### src/rtl/pe_pkg.sv
// Shared types, saturation helper and elaboration checks for the pe_wbuf
// processing element and its weight FIFO.
`ifndef PE_PKG_SV
`define PE_PKG_SV

`define PE_CHECK_PSUM_WIDTH(PW, DW, MAXW) \
  if (((PW) < 2*(DW)) || ((PW) >= (MAXW))) begin : g_chk_psum_width \
    $error("pe: PSUM_WIDTH must be >= 2*DATA_WIDTH and < PSUM_MAX"); \
  end

`define PE_CHECK_WBUF_DEPTH(D) \
  if ((D) < 2) begin : g_chk_wbuf_depth \
    $error("pe: WBUF_DEPTH must be >= 2"); \
  end

package pe_pkg;

  // Widest partial sum the generic saturation helper can handle.
  localparam int unsigned PSUM_MAX = 128;

  typedef struct packed {
    logic w_act_valid;
    logic err_ovf;
    logic err_udf;
  } pe_status_t;

  // Saturates a (pw+1)-bit sum, pre-extended to PSUM_MAX+1 bits, into pw bits.
  // Signed: overflow when the two top bits of the (pw+1)-bit sum disagree.
  // Unsigned: overflow when the carry bit (bit pw) is set.
  function automatic logic [PSUM_MAX-1:0] psum_sat(input logic [PSUM_MAX:0] sum,
                                                   input int unsigned     pw,
                                                   input logic            sgn);
    logic [PSUM_MAX:0]   one;
    logic [PSUM_MAX:0]   top;
    logic [PSUM_MAX:0]   nxt;
    logic [PSUM_MAX:0]   maxp;
    logic [PSUM_MAX:0]   allones;
    logic [PSUM_MAX-1:0] res;
    one     = {{PSUM_MAX{1'b0}}, 1'b1};
    top     = sum >> pw;
    nxt     = sum >> (pw - 1);
    maxp    = (one << (pw - 1)) - one;
    allones = (one << pw) - one;
    res     = sum[PSUM_MAX-1:0];
    if (sgn) begin
      if (top[0] != nxt[0]) begin
        res = top[0] ? ~maxp[PSUM_MAX-1:0] : maxp[PSUM_MAX-1:0];
      end
    end else if (top[0]) begin
      res = allones[PSUM_MAX-1:0];
    end
    return res;
  endfunction

endpackage

`endif

### src/rtl/pe_wbuf_if.sv
// Bundle of the PE's activation, partial-sum, weight-chain and status signals.
interface pe_wbuf_if #(
  parameter int DATA_WIDTH = 16,
  parameter int PSUM_WIDTH = 40,
  parameter int WBUF_DEPTH = 4,
  parameter int TAG_WIDTH  = 4
);
  localparam int CNT_W = $clog2(WBUF_DEPTH + 1);

  logic                  en_in;
  logic                  last_in;
  logic                  signed_in;
  logic [DATA_WIDTH-1:0] in;
  logic [PSUM_WIDTH-1:0] psum_in;
  logic                  w_wen_in;
  logic [TAG_WIDTH-1:0]  w_tag_in;
  logic [DATA_WIDTH-1:0] w_in;
  logic                  err_clr;

  logic                  en_out;
  logic                  last_out;
  logic                  signed_out;
  logic [DATA_WIDTH-1:0] pass_out;
  logic [PSUM_WIDTH-1:0] psum_out;
  logic                  w_wen_out;
  logic [TAG_WIDTH-1:0]  w_tag_out;
  logic [DATA_WIDTH-1:0] w_out;
  logic                  w_act_valid;
  logic [CNT_W-1:0]      wbuf_count;
  logic                  err_ovf;
  logic                  err_udf;

  // PE side
  modport slave (
    input  en_in, last_in, signed_in, in, psum_in, w_wen_in, w_tag_in, w_in, err_clr,
    output en_out, last_out, signed_out, pass_out, psum_out, w_wen_out, w_tag_out,
           w_out, w_act_valid, wbuf_count, err_ovf, err_udf
  );

  // Neighbour / driver side
  modport master (
    output en_in, last_in, signed_in, in, psum_in, w_wen_in, w_tag_in, w_in, err_clr,
    input  en_out, last_out, signed_out, pass_out, psum_out, w_wen_out, w_tag_out,
           w_out, w_act_valid, wbuf_count, err_ovf, err_udf
  );
endinterface

### src/rtl/pe_wfifo.sv
// Synchronous weight FIFO; push and pop may coincide at any occupancy
// (a pop on an empty FIFO is ignored, a push on a full FIFO needs a pop).
module pe_wfifo #(
  parameter int DATA_WIDTH = 16,
  parameter int WBUF_DEPTH = 4,
  parameter int CNT_W      = $clog2(WBUF_DEPTH + 1)
) (
  input  logic                  clk,
  input  logic                  rst,
  input  logic                  push_i,
  input  logic                  pop_i,
  input  logic [DATA_WIDTH-1:0] din_i,
  output logic                  full_o,
  output logic                  empty_o,
  output logic [CNT_W-1:0]      count_o,
  output logic [DATA_WIDTH-1:0] head_o
);
  import pe_pkg::*;

  localparam int AW = (WBUF_DEPTH > 1) ? $clog2(WBUF_DEPTH) : 1;

  logic [DATA_WIDTH-1:0] mem_q [WBUF_DEPTH];
  logic [AW-1:0]         rd_ptr_q, rd_ptr_d;
  logic [AW-1:0]         wr_ptr_q, wr_ptr_d;
  logic [CNT_W-1:0]      count_q, count_d;
  logic                  do_push, do_pop;

  assign full_o  = (count_q == CNT_W'(WBUF_DEPTH));
  assign empty_o = (count_q == '0);
  assign count_o = count_q;
  assign head_o  = mem_q[rd_ptr_q];

  // Pointer/count next state with manual wrap for non-power-of-two depths
  always_comb begin
    do_pop   = pop_i && !empty_o;
    do_push  = push_i && (!full_o || do_pop);
    rd_ptr_d = rd_ptr_q;
    wr_ptr_d = wr_ptr_q;
    count_d  = count_q;
    if (do_pop) begin
      rd_ptr_d = (rd_ptr_q == AW'(WBUF_DEPTH - 1)) ? '0 : rd_ptr_q + AW'(1);
    end
    if (do_push) begin
      wr_ptr_d = (wr_ptr_q == AW'(WBUF_DEPTH - 1)) ? '0 : wr_ptr_q + AW'(1);
    end
    case ({do_push, do_pop})
      2'b10:   count_d = count_q + CNT_W'(1);
      2'b01:   count_d = count_q - CNT_W'(1);
      default: count_d = count_q;
    endcase
  end

  // Control state: pointers and occupancy
  always_ff @(posedge clk) begin
    if (rst) begin
      rd_ptr_q <= '0;
      wr_ptr_q <= '0;
      count_q  <= '0;
    end else begin
      rd_ptr_q <= rd_ptr_d;
      wr_ptr_q <= wr_ptr_d;
      count_q  <= count_d;
    end
  end

  // Storage array; contents are only meaningful below the count
  always_ff @(posedge clk) begin
    if (do_push) begin
      mem_q[wr_ptr_q] <= din_i;
    end
  end

endmodule

### src/rtl/pe_wbuf.sv
// Systolic MAC processing element with tag-addressed weight FIFO:
// psum_out = sat(psum_in + in * w_act), signed or unsigned per beat.
module pe_wbuf #(
  parameter int DATA_WIDTH = 16,
  parameter int PSUM_WIDTH = 40,
  parameter int WBUF_DEPTH = 4,
  parameter int TAG_WIDTH  = 4,
  parameter int ROW_ID     = 0
) (
  input logic     clk,
  input logic     rst,
  pe_wbuf_if.slave bus
);
  import pe_pkg::*;

  localparam int CNT_W = $clog2(WBUF_DEPTH + 1);
  localparam int DW2   = 2 * DATA_WIDTH;

  `PE_CHECK_PSUM_WIDTH(PSUM_WIDTH, DATA_WIDTH, PSUM_MAX)
  `PE_CHECK_WBUF_DEPTH(WBUF_DEPTH)

  // Module-width wrapper around the generic package saturator.
  function automatic logic [PSUM_WIDTH-1:0] sat_psum(input logic [PSUM_WIDTH:0] sum,
                                                     input logic              sgn);
    logic [PSUM_MAX:0] sum_ext;
    sum_ext = {{(PSUM_MAX - PSUM_WIDTH){sgn & sum[PSUM_WIDTH]}}, sum};
    return PSUM_WIDTH'(psum_sat(sum_ext, PSUM_WIDTH, sgn));
  endfunction

  logic                  fifo_push, fifo_full, fifo_empty;
  logic [DATA_WIDTH-1:0] fifo_head;
  logic [CNT_W-1:0]      fifo_count;
  logic                  cap, load, retire, ovf_evt, udf_evt;

  logic [DATA_WIDTH-1:0] w_act_q, w_act_d;
  pe_status_t            status_q, status_d;

  logic                  en_q, last_q, sgn_q, wen_q;
  logic [DATA_WIDTH-1:0] pass_q, wout_q;
  logic [PSUM_WIDTH-1:0] psum_q;
  logic [TAG_WIDTH-1:0]  tag_q;

  logic signed [DW2-1:0]        a_x, b_x, prod;
  logic        [DATA_WIDTH-1:0] w_eff;
  logic        [PSUM_WIDTH:0]   prod_x, psum_x, sum;
  logic        [PSUM_WIDTH-1:0] mac_res;

  pe_wfifo #(
    .DATA_WIDTH (DATA_WIDTH),
    .WBUF_DEPTH (WBUF_DEPTH),
    .CNT_W      (CNT_W)
  ) u_wfifo (
    .clk     (clk),
    .rst     (rst),
    .push_i  (fifo_push),
    .pop_i   (load),
    .din_i   (bus.w_in),
    .full_o  (fifo_full),
    .empty_o (fifo_empty),
    .count_o (fifo_count),
    .head_o  (fifo_head)
  );

  // Capture / load / retire control and sticky error next state
  always_comb begin
    cap       = bus.w_wen_in && (bus.w_tag_in == TAG_WIDTH'(ROW_ID));
    load      = !status_q.w_act_valid && !fifo_empty;
    retire    = bus.en_in && bus.last_in && status_q.w_act_valid;
    ovf_evt   = cap && fifo_full && !load;
    udf_evt   = bus.en_in && !status_q.w_act_valid;
    fifo_push = cap && !ovf_evt;
    w_act_d   = load ? fifo_head : w_act_q;
    status_d.w_act_valid = load | (status_q.w_act_valid & ~retire);
    status_d.err_ovf     = ovf_evt | (status_q.err_ovf & ~bus.err_clr);
    status_d.err_udf     = udf_evt | (status_q.err_udf & ~bus.err_clr);
  end

  // MAC: operands extended per signed_in, sum one bit wider, then saturated
  always_comb begin
    w_eff   = status_q.w_act_valid ? w_act_q : '0;
    a_x     = {{DATA_WIDTH{bus.signed_in & bus.in[DATA_WIDTH-1]}}, bus.in};
    b_x     = {{DATA_WIDTH{bus.signed_in & w_eff[DATA_WIDTH-1]}}, w_eff};
    prod    = a_x * b_x;
    prod_x  = {{(PSUM_WIDTH + 1 - DW2){bus.signed_in & prod[DW2-1]}}, prod};
    psum_x  = {bus.signed_in & bus.psum_in[PSUM_WIDTH-1], bus.psum_in};
    sum     = psum_x + prod_x;
    mac_res = sat_psum(sum, bus.signed_in);
  end

  // Stage p0 -> outputs: registered activation, psum and weight-chain forward
  always_ff @(posedge clk) begin
    if (rst) begin
      en_q   <= 1'b0;
      last_q <= 1'b0;
      sgn_q  <= 1'b0;
      pass_q <= '0;
      psum_q <= '0;
      wen_q  <= 1'b0;
      tag_q  <= '0;
      wout_q <= '0;
    end else begin
      en_q   <= bus.en_in;
      last_q <= bus.en_in & bus.last_in;
      sgn_q  <= bus.signed_in;
      wen_q  <= bus.w_wen_in;
      tag_q  <= bus.w_tag_in;
      wout_q <= bus.w_wen_in ? bus.w_in : '0;
      if (bus.en_in) begin
        pass_q <= bus.in;
        psum_q <= mac_res;
      end
    end
  end

  // Active weight register and status flags
  always_ff @(posedge clk) begin
    if (rst) begin
      w_act_q  <= '0;
      status_q <= '0;
    end else begin
      w_act_q  <= w_act_d;
      status_q <= status_d;
    end
  end

  assign bus.en_out      = en_q;
  assign bus.last_out    = last_q;
  assign bus.signed_out  = sgn_q;
  assign bus.pass_out    = pass_q;
  assign bus.psum_out    = psum_q;
  assign bus.w_wen_out   = wen_q;
  assign bus.w_tag_out   = tag_q;
  assign bus.w_out       = wout_q;
  assign bus.w_act_valid = status_q.w_act_valid;
  assign bus.wbuf_count  = fifo_count;
  assign bus.err_ovf     = status_q.err_ovf;
  assign bus.err_udf     = status_q.err_udf;

endmodule

### src/flat_wrapper.sv
// flat-port wrapper written by rule: the top's interface ports become plain ports
module pe_wbuf_flat import pe_pkg::*;
#(
  parameter int DATA_WIDTH = 16,
  parameter int PSUM_WIDTH = 40,
  parameter int WBUF_DEPTH = 4,
  parameter int TAG_WIDTH  = 4,
  parameter int ROW_ID     = 0
)
  (clk, rst, bus_en_in, bus_last_in, bus_signed_in, bus_in, bus_psum_in, bus_w_wen_in, bus_w_tag_in, bus_w_in, bus_err_clr, bus_en_out, bus_last_out, bus_signed_out, bus_pass_out, bus_psum_out, bus_w_wen_out, bus_w_tag_out, bus_w_out, bus_w_act_valid, bus_wbuf_count, bus_err_ovf, bus_err_udf);
  pe_wbuf_if #(.DATA_WIDTH(DATA_WIDTH), .PSUM_WIDTH(PSUM_WIDTH), .WBUF_DEPTH(WBUF_DEPTH), .TAG_WIDTH(TAG_WIDTH)) bus_i ();
  input logic clk;
  input logic rst;
  input wire logic [$bits(bus_i.en_in)-1:0] bus_en_in;
  input wire logic [$bits(bus_i.last_in)-1:0] bus_last_in;
  input wire logic [$bits(bus_i.signed_in)-1:0] bus_signed_in;
  input wire logic [$bits(bus_i.in)-1:0] bus_in;
  input wire logic [$bits(bus_i.psum_in)-1:0] bus_psum_in;
  input wire logic [$bits(bus_i.w_wen_in)-1:0] bus_w_wen_in;
  input wire logic [$bits(bus_i.w_tag_in)-1:0] bus_w_tag_in;
  input wire logic [$bits(bus_i.w_in)-1:0] bus_w_in;
  input wire logic [$bits(bus_i.err_clr)-1:0] bus_err_clr;
  output wire logic [$bits(bus_i.en_out)-1:0] bus_en_out;
  output wire logic [$bits(bus_i.last_out)-1:0] bus_last_out;
  output wire logic [$bits(bus_i.signed_out)-1:0] bus_signed_out;
  output wire logic [$bits(bus_i.pass_out)-1:0] bus_pass_out;
  output wire logic [$bits(bus_i.psum_out)-1:0] bus_psum_out;
  output wire logic [$bits(bus_i.w_wen_out)-1:0] bus_w_wen_out;
  output wire logic [$bits(bus_i.w_tag_out)-1:0] bus_w_tag_out;
  output wire logic [$bits(bus_i.w_out)-1:0] bus_w_out;
  output wire logic [$bits(bus_i.w_act_valid)-1:0] bus_w_act_valid;
  output wire logic [$bits(bus_i.wbuf_count)-1:0] bus_wbuf_count;
  output wire logic [$bits(bus_i.err_ovf)-1:0] bus_err_ovf;
  output wire logic [$bits(bus_i.err_udf)-1:0] bus_err_udf;
  assign bus_i.en_in = bus_en_in;
  assign bus_i.last_in = bus_last_in;
  assign bus_i.signed_in = bus_signed_in;
  assign bus_i.in = bus_in;
  assign bus_i.psum_in = bus_psum_in;
  assign bus_i.w_wen_in = bus_w_wen_in;
  assign bus_i.w_tag_in = bus_w_tag_in;
  assign bus_i.w_in = bus_w_in;
  assign bus_i.err_clr = bus_err_clr;
  assign bus_en_out = bus_i.en_out;
  assign bus_last_out = bus_i.last_out;
  assign bus_signed_out = bus_i.signed_out;
  assign bus_pass_out = bus_i.pass_out;
  assign bus_psum_out = bus_i.psum_out;
  assign bus_w_wen_out = bus_i.w_wen_out;
  assign bus_w_tag_out = bus_i.w_tag_out;
  assign bus_w_out = bus_i.w_out;
  assign bus_w_act_valid = bus_i.w_act_valid;
  assign bus_wbuf_count = bus_i.wbuf_count;
  assign bus_err_ovf = bus_i.err_ovf;
  assign bus_err_udf = bus_i.err_udf;
  pe_wbuf #(.DATA_WIDTH(DATA_WIDTH), .PSUM_WIDTH(PSUM_WIDTH), .WBUF_DEPTH(WBUF_DEPTH), .TAG_WIDTH(TAG_WIDTH), .ROW_ID(ROW_ID)) u_core (.clk(clk), .rst(rst), .bus(bus_i));
endmodule
### config.mk
export PLATFORM = sky130hd
export DESIGN_NAME = pe_wbuf_flat
export DESIGN_NICKNAME = d
export VERILOG_FILES = /design/src/rtl/pe_pkg.sv /design/src/rtl/pe_wbuf_if.sv /design/src/rtl/pe_wfifo.sv /design/src/rtl/pe_wbuf.sv /design/src/flat_wrapper.sv
export SDC_FILE = /design/constraint.sdc
export NUM_CORES = 1
export LEC_CHECK = 0
export BUFFER_PORTS_ARGS = -buffer_cell sky130_fd_sc_hd__buf_2
export CAP_MARGIN = 20
export CORE_MARGIN = 8
export CORE_UTILIZATION = 55
export CTS_CLUSTER_SIZE = 10
export DETAILED_ROUTE_END_ITERATION = 8
export PLACE_DENSITY = 0.78
export SLEW_MARGIN = 20
export SYNTH_ARGS = -nofsm -noshare
export SYNTH_HDL_FRONTEND = slang
export SYNTH_SLANG_ARGS = --single-unit
### constraint.sdc
create_clock -name clk -period 11.1 [get_ports clk]
set_clock_uncertainty 0.2 [all_clocks]
set_input_delay 2.22 -clock clk [delete_from_list [all_inputs] [get_ports clk]]
set_output_delay 2.22 -clock clk [all_outputs]
set_load 0.01 [all_outputs]
# [Word-level counts from Yosys, hierarchy flattened]
# Memory sizes are Yosys's and may differ from the RTL's. A register that Yosys moved wholly into a read port is not among the register bits.
# Cells that the tools add are included.
[totals] regBits=90 word_cells=71 n_memories=1 output_inout_bits=86 mem_bits_rw=64 input_bits=83
[mem_list] memory="u_core.u_wfifo.mem_q" depth=4 width=16 read_ports=1 rd_clocked_by_memory_dff=1 write_ports=1 line_no="pe_wfifo.sv:22" text="logic [DATA_WIDTH-1:0] mem_q [WBUF_DEPTH];"
[op_classes] reduce_logical=20 addsub=5 bitwise=14 n_mux=10 n_eq_ne=6 multipliers=1
[ops] operator="$mux 40" n=4
[ops] operator="$add 41x41->41" n=1
[ops] operator="$mul 17x17->32" n=1
[ops] operator="$mux 16" n=1
[ops] operator="$logic_and 1x1->1" n=10
[ops] operator="$and 1x1->1" n=8
[ops] operator="$eq 2x2->1 const B" n=3
[ops] operator="$pmux 3 s2" n=1
[ops] operator="$logic_not 1->1" n=5
[ops] operator="$add 2x1->2 const B" n=2
[ops] operator="$logic_not 4->1" n=1
[ops] operator="$mux 2" n=2
[ops] operator="$add 3x1->3 const B" n=1
[ops] operator="$eq 3x3->1 const B" n=1
[ops] operator="$logic_not 3->1" n=1
[ops] operator="$not 1->1" n=3
[ops] operator="$or 1x1->1" n=3
[ops] operator="$sub 3x1->3 const B" n=1
[ops] operator="$eq 2x1->1 const B" n=1
[ops] operator="$mux 1" n=2
[ops] operator="$reduce_bool 2->1" n=1
[ops] operator="$reduce_or 2->1" n=1
[ops] operator="$logic_or 1x1->1" n=1
[ops] operator="$ne 1x1->1" n=1

# [Logic depth before layout (Yosys ltp)]
[logic_depth] depth_word=10 mapped_depth=44 depth_no_buf=41

# [By module]
# From an unflattened synthesis, not the netlist that was laid out.
[unflattened] hier_cells=1936 area_unflattened_um2=18671.7
[modules_own_cells] module="pe_wbuf" n_inst=1 area_each_um2=15823.9 cells_each=1793 seq_area_each_um2=1981.9
[modules_own_cells] module="pe_wfifo" n_inst=1 area_each_um2=2847.7 cells_each=143 seq_area_each_um2=2102.0

# [Worst setup path before layout]
# OpenSTA, ideal clock, no wires.
[synth_timing] kind="input to register" from="in bus_signed_in" to="reg u_core.psum_q[26] (netlist: u_core.bus.psum_out[26])" slack_ps=-274 cell_stages=41 t_required_ps=10809 arrival_ps=11083 path_cell_list="clkbuf_1 -> and2_1 -> clkbuf_1 -> nand2_1 -> inv_1 -> fa_1 -> fa_1 -> inv_1 -> fa_1 -> inv_1 -> fa_1 -> fa_1 -> inv_1 -> fa_1 -> inv_1 -> ha_1 -> a21oi_1 -> nand2_1 -> [... 5 more ...] -> a21oi_1 -> xnor2_1 -> ha_1 -> clkbuf_1 -> a21o_1 -> a21o_1 -> a211oi_1 -> a31oi_1 -> o21ai_2 -> or3b_1 -> a31oi_2 -> nor2_1 -> xor2_1 -> ha_1 -> and2_1 -> or3_1 -> mux2_2 -> a311oi_1"
[synth_between] elab_chain_len=7 word_cells_on_any_way=11 classes_between="1 x add/sub; 1 x mul; 1 x eq/ne; 4 x mux; 4 x bitwise"
[synth_lines] element="from (decl)" line_no="flat_wrapper.sv:16" text="input wire logic [$bits(bus_i.signed_in)-1:0] bus_signed_in;"
[synth_lines] element="$and 1x1->1, on equally long branches" line_no="pe_wbuf.sv:81, pe_wbuf.sv:82"
[synth_lines] element="$mul 17x17->32" line_no="pe_wbuf.sv:83" text="prod = a_x * b_x;"
[synth_lines] element="$and 1x1->1" line_no="pe_wbuf.sv:84" text="prod_x = {{(PSUM_WIDTH + 1 - DW2){bus.signed_in & prod[DW2-1]}}, prod};"
[synth_lines] element="$add 41x41->41" line_no="pe_wbuf.sv:86" text="sum = psum_x + prod_x;"
[synth_lines] element="$mux 40 / $ne 1x1->1 (equally long branches)" line_no="pe_pkg.sv:47, pe_pkg.sv:46"
[synth_lines] element="$mux 40" line_no="pe_pkg.sv:46" text="if (top[0] != nxt[0]) begin"
[synth_lines] element="$mux 40 *" line_no="pe_pkg.sv:45" text="if (sgn) begin"
[synth_lines] element="to (signal assigned)" line_no="pe_wbuf.sv:110" text="psum_q <= mac_res;"
[synth_lines] element="to (decl)" line_no="pe_wbuf.sv:40" text="logic [PSUM_WIDTH-1:0] psum_q;"
# Mark *: on every way between the ends. The rest lies on a longest branch, timed or not.
# A chain may end at the register's enable or synchronous reset.

# [Worst setup path after layout]
# Ends and elaborated chain as after synthesis.

==> results.yml <==
global_route:
  grt.overflow.total: 0
  grt_pass1_vias: 15800
  grt_pass1_wl_um: 81300
  grtUsageTotal_pct: 25.2
  antenna_found_initial: 6
  grt_max_degree: 90
synthesis:
  netlist_area_um2: 18800
  ys_warn_count: 0
  synth.distinct_cells: 73
  syn_inst: 1972
  avgSynthCellArea_um2: 9.52
  ys.flop_type: "dfxtp_1"
  ys_ff_latch: 170
  syn_nets: 2461
  synth_seq_area_share_pct: 21.5
  synth-edff-count: 64
  synth-async-reset-ratio_pct: 0
clock_tree:
  ctsHoldBuffers: 0
  worstSkewPairLatency_ns: 0.45
  numClockSinks: 170
  htree_levels: 4
  clk_pin_slew_ns: 0.07
  root_buffer: "clkbuf_16"
  cts_buffer_depth: 2
  cts_tree: "yes"
  cts_buffers: 17
sta:
  slew_headroom_pct: 27.4
  hold_viol: 0
  fin_crit_sh_pct: 97.4
  drv_slew: 0
  setup_slack_ns: 0.285
  post-route-min-period_ns: 10.82
  fmax_ghz: 0.0925
  worstMarginPinSlew_ns: 1.09
  tns_ns: 0
  finalSetupViolCount: 0
setup_path:
  worstPathRequired_ns: 11.25
  cpMaxStageDelayCell: "fa_1"
  worst-setup-path-type: "primary input to flip-flop"
  arrival_ns: 10.96
  critical_path.most_common_cell: "fa_1"
  crit_path_start_kind: "primary input"
  cp_max_fo: 5
  max_stage_delay_ns: 0.58
  worstSetupEndpointType: "flip-flop"
routing:
  drt-total-wl_um: 51100
  drtPass1Iterations: 5
  vias: 14900
  routed_via_density: 5.60
  ant_nets: 0
  wl_per_cell_um: 19.2
  drtIter0Drc: 979
  remaining_drc_errors: 0
finish:
  fin_cells: 2653
  drive_above_1_share_pct: 18.0
  area_delta_synth_final_pct: 15.0
  final_area_um2: 21600
  nets: 2680
  n_fill_cell: 2706
place:
  placed_area_um2: 20800
  gp_congestion: 0.937
  post-place-ws_ns: -0.316
  dp.cells: 2615
  io_buffers: 168
  dpl.hpwl_um: 40900
die:
  row_count: 67
  dieArea_um2: 40300
  fp.dieH_um: 201
  start_util_pct: 55.9
  core_um2: 33600
  die-width_um: 201
  io_pins: 169
power:
  p_seq_share_pct: 26.1
  ir_drop_mv: 0.171
  leakage_nw: 10.9
  combPwrFrac_pct: 54.2
  intPower_mw: 1.82
  p_sw_share_pct: 43.2
  p_per_area_nw_per_um2: 148
  p_sw_mw: 1.39
  clock_power_share_pct: 19.7
outcome:
  status: "finished, final reports clean"
flow_run:
  maxCapViolCount: 0
min_path:
  hp-class: "flip-flop to flip-flop"
-- what timing repair did --
action | 4_1_cts | 5_1_grt
gates resized for setup | 0 | 42
endpoints found under the setup margin | 0 | 39
setup buffers | 0 | 5
-- cells in the final DEF, fill, tap and decap left out, types with 7 or more instances in the layout --
master	n
inv_1	329
fa_1	283
nand2_1	236
buf_2	158
and3_1	125
buf_4	123
ha_1	120
dfxtp_1	105
nor2_1	104
a21oi_1	77
edfxtp_1	64
xnor2_1	53
and2_1	47
a211oi_1	35
o21ai_0	35
a21o_1	22
xor2_1	18
mux2i_1	18
clkbuf_16	17
mux4_2	16
nand3_1	14
a211oi_2	12
nor2b_1	12
nor3_1	10
o21bai_1	10
o21a_1	9
o211ai_1	8
nand4_1	8
nand2b_1	8
clkbuf_4	8
or3_1	7
-- flip-flops by register name (all words and copies together) (netlist names) --
| register | cells |
|---|---|
| u_core.bus.w_out | 16 |
| u_core.bus.psum_out | 40 |
| u_core.bus.w_tag_out | 4 |
| u_core.u_wfifo.wr_ptr_q | 2 |
| u_core.bus.w_wen_out | 1 |
| u_core.bus.en_out | 1 |
| u_core.bus.err_udf | 1 |
| u_core.u_wfifo.rd_ptr_q | 2 |
| u_core.bus.err_ovf | 1 |
| u_core.bus.signed_out | 1 |
| u_core.u_wfifo.count_o | 3 |
| u_core.w_act_q | 16 |
| u_core.bus.last_out | 1 |
| u_core.bus.pass_out | 16 |
| u_core.bus.w_act_valid | 1 |
| u_core.u_wfifo.mem_q | 64 |
-- worst max-delay path: cells and delay by family --
family / cells / cell delay [ns]
AO/OA/AOI/OAI: 12 / 2.36
XOR/XNOR: 2 / 0.31
adder cells (fa/ha/maj): 9 / 4.01
buffers and inverters: 6 / 0.56
multiplexers: 1 / 0.28
AND/OR/NAND/NOR: 8 / 1.20
-- routing by layer --
layer | share of wire, % | track usage (%)
met1 | 40 | 30.8
met3 | 6.4 | 5.05
met2 | 50 | 42.9
met5 | 0.088 | 0
met4 | 3.8 | 10.5
-- worst paths after layout --
kind	depth (start not counted)	to	slack, ns	start
worst min-delay path	2	u_core.bus.psum_out[0]	0.29	u_core.bus.psum_out[0]
worst min register to register	2	u_core.bus.psum_out[0]	0.29	u_core.bus.psum_out[0]
worst max-delay path	38	u_core.bus.psum_out[26]	0.28	bus_signed_in
worst max register to register	39	u_core.bus.psum_out[26]	0.64	u_core.bus.w_act_valid
-- logic make-up (layout without fill, tap and decap cells) --
family | after synthesis | in the layout | synth area share [%]
compound gates | 262 | 262 | 9.46
xor+xnor | 73 | 73 | 3.56
fa+ha+maj | 406 | 406 | 38.4
buf+inv | 427 | 659 | 8.68
flops | 170 | 170 | 21.5
mux | 36 | 36 | 3.00
other cells | 0 | 1 | 0
simple gates | 598 | 598 | 15.4
-- metrics by stage --
stage / hold slack [ns] / total power, mW / utilization (%)
2_1_floorplan: 0.240 / 1.94 / -
3_3_place_gp: 0.253 / 2.50 / 61.8
3_5_place_dp: 0.277 / 2.54 / 61.8
4_1_cts: 0.288 / 3.18 / 63.6
5_1_grt: 0.306 / 3.44 / 64.2
6_report: 0.288 / 3.21 / 64.2
-- cells in the mapped netlist, types with 3 or more instances --
cell type | number | area (um^2)
o31ai_1 | 3 | 22.5
inv_1 | 330 | 1240
buf_2 | 3 | 15.0
nor2_1 | 105 | 394
or3_1 | 7 | 43.8
dfxtp_1 | 106 | 2120
o21a_1 | 9 | 67.6
or4_1 | 3 | 22.5
nor2b_1 | 12 | 75.1
nor3b_1 | 3 | 22.5
o21ai_0 | 37 | 185
nor3_1 | 10 | 50.1
and2_1 | 48 | 300
and4_1 | 3 | 26.3
mux2i_1 | 18 | 180
or2_2 | 6 | 37.5
fa_1 | 284 | 5690
xor2_1 | 18 | 158
nor4_1 | 3 | 18.8
nand4_1 | 8 | 50.1
a21boi_0 | 3 | 22.5
and3_1 | 125 | 782
a31oi_1 | 6 | 37.5
ha_1 | 122 | 1530
o211ai_1 | 8 | 60.1
a211oi_1 | 37 | 278
xnor2_1 | 53 | 464
buf_1 | 8 | 30.0
o21bai_1 | 10 | 75.1
nand2b_1 | 8 | 50.1
nand3_1 | 14 | 70.1
a21oi_1 | 83 | 415
a211oi_2 | 10 | 125
o31a_1 | 4 | 35.0
a21o_1 | 22 | 165
nand2_1 | 237 | 890
clkbuf_1 | 83 | 312
mux4_2 | 16 | 360
edfxtp_1 | 64 | 1920
-- power groups by stage --
stage	Combinational, mW	Sequential, mW	Clock (mW)
after detailed placement	1.69	0.845	0
after global routing	1.93	0.847	0.663
after floorplan	1.13	0.809	0
after CTS	1.71	0.832	0.640
final	1.74	0.837	0.632
after global placement	1.66	0.842	0
-- layout make-up --
class                   instances  area, um^2  area share [%]
diodes                          1        2.50          0.0116
clock buffers                  18         429            1.99
clock inverters                14         185           0.858
inverters                     331        1240            5.75
multi-input cells            1375       13200            61.4
flip-flops and latches        170        4050            18.7
well taps                     448         561            2.60
repair buffers                296        1880            8.70
Note: power is estimated with default switching activity, not from simulation.
